File: config.mk
export PLATFORM = sky130hd
export DESIGN_NAME = sr_latch_driver
export DESIGN_NICKNAME = d
export VERILOG_FILES = /design/src/rtl/sr_latch_driver.sv
export SDC_FILE = /design/constraint.sdc
export NUM_CORES = 1
export LEC_CHECK = 0
export CAP_MARGIN = 10
export CORE_UTILIZATION = 24
export DETAILED_ROUTE_END_ITERATION = 6
export SYNTH_ARGS = -nofsm -noshare
export SYNTH_HDL_FRONTEND = slang
export SYNTH_SLANG_ARGS = --single-unit
File: constraint.sdc
create_clock -name C -period 3.7 [get_ports C]
set_clock_uncertainty 0.15 [all_clocks]
set_input_delay 0.555 -clock C [delete_from_list [all_inputs] [get_ports C]]
set_output_delay 0.555 -clock C [all_outputs]
set_load 0.02 [all_outputs]
File: src/rtl/sr_latch_driver.sv
// Sequencer that turns word-write/clear requests into S/R/gate/clear pulses for a bank of gated SR latches.
// Define SR_LATCH_DRIVER_READBACK_EN to build the Q readback check with retry and err reporting.
module sr_latch_driver #(
  parameter int WIDTH      = 8,
  parameter int PULSE_CYC  = 2,
  parameter int SETTLE_CYC = 1,
  parameter int MAX_RETRY  = 2
) (
  input  logic             C,
  input  logic             nR,
  input  logic             req_valid,
  output logic             req_ready,
  input  logic             req_clr,
  input  logic [WIDTH-1:0] req_data,
  input  logic [WIDTH-1:0] req_mask,
  output logic             lat_C,
  output logic [WIDTH-1:0] lat_S,
  output logic [WIDTH-1:0] lat_R,
  output logic             lat_nP,
  output logic             lat_nR,
  input  logic [WIDTH-1:0] lat_Q,
  output logic             busy,
  output logic             done,
  output logic             err
);

  // state  | meaning
  // IDLE   | waiting for a request, req_ready high
  // DRIVE  | gate open with S/R from captured data and mask
  // CLEAR  | latch clear held active
  // SETTLE | all latch controls inactive while Q settles
  // CHECK  | compare Q with the expected word (readback build only)
  // DONE   | one-cycle completion pulse
  typedef enum logic [2:0] {
    IDLE,
    DRIVE,
    CLEAR,
    SETTLE,
`ifdef SR_LATCH_DRIVER_READBACK_EN
    CHECK,
`endif
    DONE
  } state_t;

  localparam int CYC_MAX = (PULSE_CYC > SETTLE_CYC) ? PULSE_CYC : SETTLE_CYC;
  localparam int CW      = $clog2(CYC_MAX + 1);
  localparam logic [CW-1:0] PULSE_LD  = CW'(PULSE_CYC - 1);
  localparam logic [CW-1:0] SETTLE_LD = CW'(SETTLE_CYC - 1);

  state_t           state, state_nxt;
  logic [CW-1:0]    cyc_q, cyc_nxt;
  logic             clr_q, clr_nxt;
  logic [WIDTH-1:0] data_q, data_nxt;
  logic [WIDTH-1:0] mask_q, mask_nxt;

`ifdef SR_LATCH_DRIVER_READBACK_EN
  localparam int RW = (MAX_RETRY > 0) ? $clog2(MAX_RETRY + 1) : 1;
  logic [RW-1:0]    retry_q, retry_nxt;
  logic             err_q, err_nxt;
  logic [WIDTH-1:0] mismatch;

  assign mismatch = clr_q ? lat_Q : ((lat_Q ^ data_q) & mask_q);
  assign err      = err_q;
`else
  logic unused_readback;
  assign unused_readback = ^{lat_Q, MAX_RETRY[0]};
  assign err             = 1'b0;
`endif

  assign req_ready = (state == IDLE);
  assign busy      = (state != IDLE);
  assign done      = (state == DONE);
  assign lat_nP    = 1'b1;

  always_comb begin
    state_nxt = state;
    cyc_nxt   = cyc_q;
    clr_nxt   = clr_q;
    data_nxt  = data_q;
    mask_nxt  = mask_q;
`ifdef SR_LATCH_DRIVER_READBACK_EN
    retry_nxt = retry_q;
    err_nxt   = err_q;
`endif
    case (state)
      IDLE: begin
        if (req_valid) begin
          clr_nxt   = req_clr;
          data_nxt  = req_data;
          mask_nxt  = req_mask;
          cyc_nxt   = PULSE_LD;
          state_nxt = req_clr ? CLEAR : DRIVE;
`ifdef SR_LATCH_DRIVER_READBACK_EN
          err_nxt   = 1'b0;
`endif
        end
      end
      DRIVE, CLEAR: begin
        if (cyc_q == '0) begin
          cyc_nxt   = SETTLE_LD;
          state_nxt = SETTLE;
        end else begin
          cyc_nxt = cyc_q - 1'b1;
        end
      end
      SETTLE: begin
        if (cyc_q == '0) begin
`ifdef SR_LATCH_DRIVER_READBACK_EN
          state_nxt = CHECK;
`else
          state_nxt = DONE;
`endif
        end else begin
          cyc_nxt = cyc_q - 1'b1;
        end
      end
`ifdef SR_LATCH_DRIVER_READBACK_EN
      CHECK: begin
        if (mismatch == '0) begin
          err_nxt   = 1'b0;
          state_nxt = DONE;
        end else if (retry_q < RW'(MAX_RETRY)) begin
          retry_nxt = retry_q + 1'b1;
          cyc_nxt   = PULSE_LD;
          state_nxt = clr_q ? CLEAR : DRIVE;
        end else begin
          err_nxt   = 1'b1;
          state_nxt = DONE;
        end
      end
`endif
      DONE: begin
        state_nxt = IDLE;
`ifdef SR_LATCH_DRIVER_READBACK_EN
        retry_nxt = '0;
`endif
      end
      default: state_nxt = IDLE;
    endcase
  end

  // Latch controls are decoded from the next state so they change on the same edge as the state.
  always_ff @(posedge C or negedge nR) begin
    if (!nR) begin
      state  <= IDLE;
      cyc_q  <= '0;
      clr_q  <= 1'b0;
      data_q <= '0;
      mask_q <= '0;
      lat_C  <= 1'b0;
      lat_S  <= '0;
      lat_R  <= '0;
      lat_nR <= 1'b1;
`ifdef SR_LATCH_DRIVER_READBACK_EN
      retry_q <= '0;
      err_q   <= 1'b0;
`endif
    end else begin
      state  <= state_nxt;
      cyc_q  <= cyc_nxt;
      clr_q  <= clr_nxt;
      data_q <= data_nxt;
      mask_q <= mask_nxt;
      lat_C  <= (state_nxt == DRIVE);
      lat_S  <= (state_nxt == DRIVE) ? (data_nxt & mask_nxt) : '0;
      lat_R  <= (state_nxt == DRIVE) ? (~data_nxt & mask_nxt) : '0;
      lat_nR <= (state_nxt != CLEAR);
`ifdef SR_LATCH_DRIVER_READBACK_EN
      retry_q <= retry_nxt;
      err_q   <= err_nxt;
`endif
    end
  end

endmodule

==> qor.csv <==
metric;value;unit
die height;88.8;µm
Via density;4.17;
Chip Width;88.8;µm
core area;7250;µm²
initial antenna violation count;0;
Startpoint Class;flip-flop;
required time worst endpoint;2990;ps
H-Tree Depth;2;
# rows;31;
Slew HR;0.346;
post-synthesis sequential area ratio;0.540;
Post-Synthesis Cell Area;1810;µm²
Setup TNS Final;0;ps
FMAX;394;MHz
total track usage;0.0964;
CTS tree;built;
routability cong.;0.736;
count leader, synth;nand2_1;
Ys Warns;0;
total CTS buffers;5;
antenna diode count;0;
Die ar.;7880;µm²
Synth top area share;0.526;
Synth Area in Adders;0.0208;
endpoints failing hold;0;
Pre-Repair DR Iteration Count;4;
Max Cap Viol;0;
top cells by area, synth;dfrtp_1 53%, nand2_1 11%, nand3b_1 6.6%;
# resized after CTS;0;
CP endpoint kind;primary output;
Post-DP HPWL;2280;µm
# nets final;256;
Reg clk slew, reported paths;80;ps
VDD IR max;190;µV
CTS root buffer;clkbuf_8;
fin crit share;0.686;
Async SR Flop Fraction;1.00;
first-pass GRT wire length;5700;µm
Synth cell types;32;
WL final;3490;µm
Hold Crit Class;in -> async;
CP max FO;17;
cells after synthesis;190;
clk buf depth;2;
Post-Syn Nets;221;
cell area power density;731;nW/µm²
Starting Density;0.249;
vias in the first global route;1197;
Synth area leader;dfrtp_1;
unrepaired setup endpoints after global routing;no;
total global routing overflow;0;
reg2reg start;state[1];
DR iter-0 viols;49;
critical path class;reg -> out;
Synth Area in Simple Gates;0.276;
fin crit period;2540;ps
setup repair bufs after CTS;0;
syn avg cell area;9.52;µm²
status;finished clean;
Crit. Startpoint;state[1];
Max Slew Vio Count;0;
PortBufs;40;
DR vias;1354;
DRC;0;
Worst Path Arrival;1830;ps
Area growth, synth to finish;31.3;%
number of synthesized flops with an enable pin;0;
leakage;1.03;nW
Routed WL per cell;10.8;µm
main combinational cell family by area after synthesis;simple AND/OR/NAND/NOR gates;
worst skew pair latency;280;ps
Post-synth top cells;51 x nand2_1, 38 x dfrtp_1, 17 x nand3_1, 16 x a21oi_1, 16 x nand3b_1;
Least-Margin Pin Slew;980;ps
Synth Flop Type;dfrtp_1;
Compound-Gate Fraction of Synth Area;0.0830;
Yosys reg bits;39;
post-route cell area;2370;µm²
antenna viol nets, final;0;
largest net degree at the start of global routing;40;
layout cells sized above 1;0.0664;
post-synthesis mux area share;0.0118;
xor and xnor fraction of the mapped netlist area;0.00484;
Placed Area;2260;µm²
Setup violations, final;0;
IO Count;51;
CTS Sinks;39;
hold buffers post-CTS;0;
## cells in the final DEF, fill, tap and decap left out, types with 2 or more instances in the layout
cell type        count
nand3b_1            16
nor2_1               4
ha_1                 3
a32oi_1              2
inv_1                5
o21a_1               2
dfrtp_1             38
nand3_1             17
nand2b_1             3
clkbuf_8             6
nor2b_1              3
conb_1               2
clkdlybuf4s50_1     39
nand2_1             51
a21oi_1             16
## critical path: stages (launching register included)
cell and delay (ps):
dfrtp_1 570, nor3_1 330, clkdlybuf4s50_1 660
## through the flow
step,worst slack [ps],hold slack [ps],instances,power [W],utilization
floorplan,1560,109,190,0.00118,-
global placement,984,327,317,0.00137,0.311
detailed placement,991,327,317,0.00138,0.311
CTS,1120,274,325,0.00176,0.327
global route,1050,306,325,0.00187,0.327
finish,1160,239,325,0.00173,0.327
## metal layers
| metal | GRT usage | wire [µm] |
|---|---|---|
| met1 | 0.122 | 1700 |
| met2 | 0.148 | 1510 |
| met3 | 0.0364 | 249 |
| met4 | 0.0396 | 40 |
| met5 | 0 | 0 |
## registers in the layout, summed over array words and instances, names as in the netlist
signal  flops
data_q      8
lat_R       8
lat_S       8
mask_q      8
state       3
cyc_q       2
lat_C       1
lat_nR      1
## final cells by class
cell class	instances	area, µm²
Fill cell	765	4880
Sequential cell	39	977
Multi-Input combinational cell	133	733
Timing Repair Buffer	41	403
Tap cell	99	124
Clock buffer	6	82.6
Clock inverter	2	35.0
Inverter	5	18.8
## worst paths after layout
kind,depth (start not counted),slack [ps],end
max in group asynchronous,1,2610,cyc_q[1]
worst min register to register,2,350,data_q[7]
worst min-delay path,1,240,lat_S[1]
worst max-delay path,2,1160,req_ready
worst max register to register,3,1460,lat_R[6]
min in group C,2,350,data_q[7]
## kinds of logic after synthesis
group | Yosys count
and+or+nand+nor | 100
DFF | 39
AOI/OAI and AO/OA | 25
buffers and inverters | 18
adders and majority gates | 3
other | 2
muxes | 2
xor gates and xnor gates | 1
## report_power, final
group | total (W) | switching, W | internal (W)
Combinational | 0.000650 | 0.000342 | 0.000308
Sequential | 0.000719 | 0.000138 | 0.000580
Clock | 0.000366 | 0.000147 | 0.000218
Total | 0.00173 | 0.000628 | 0.00111
No activity file was read; power rests on OpenSTA's default activity.
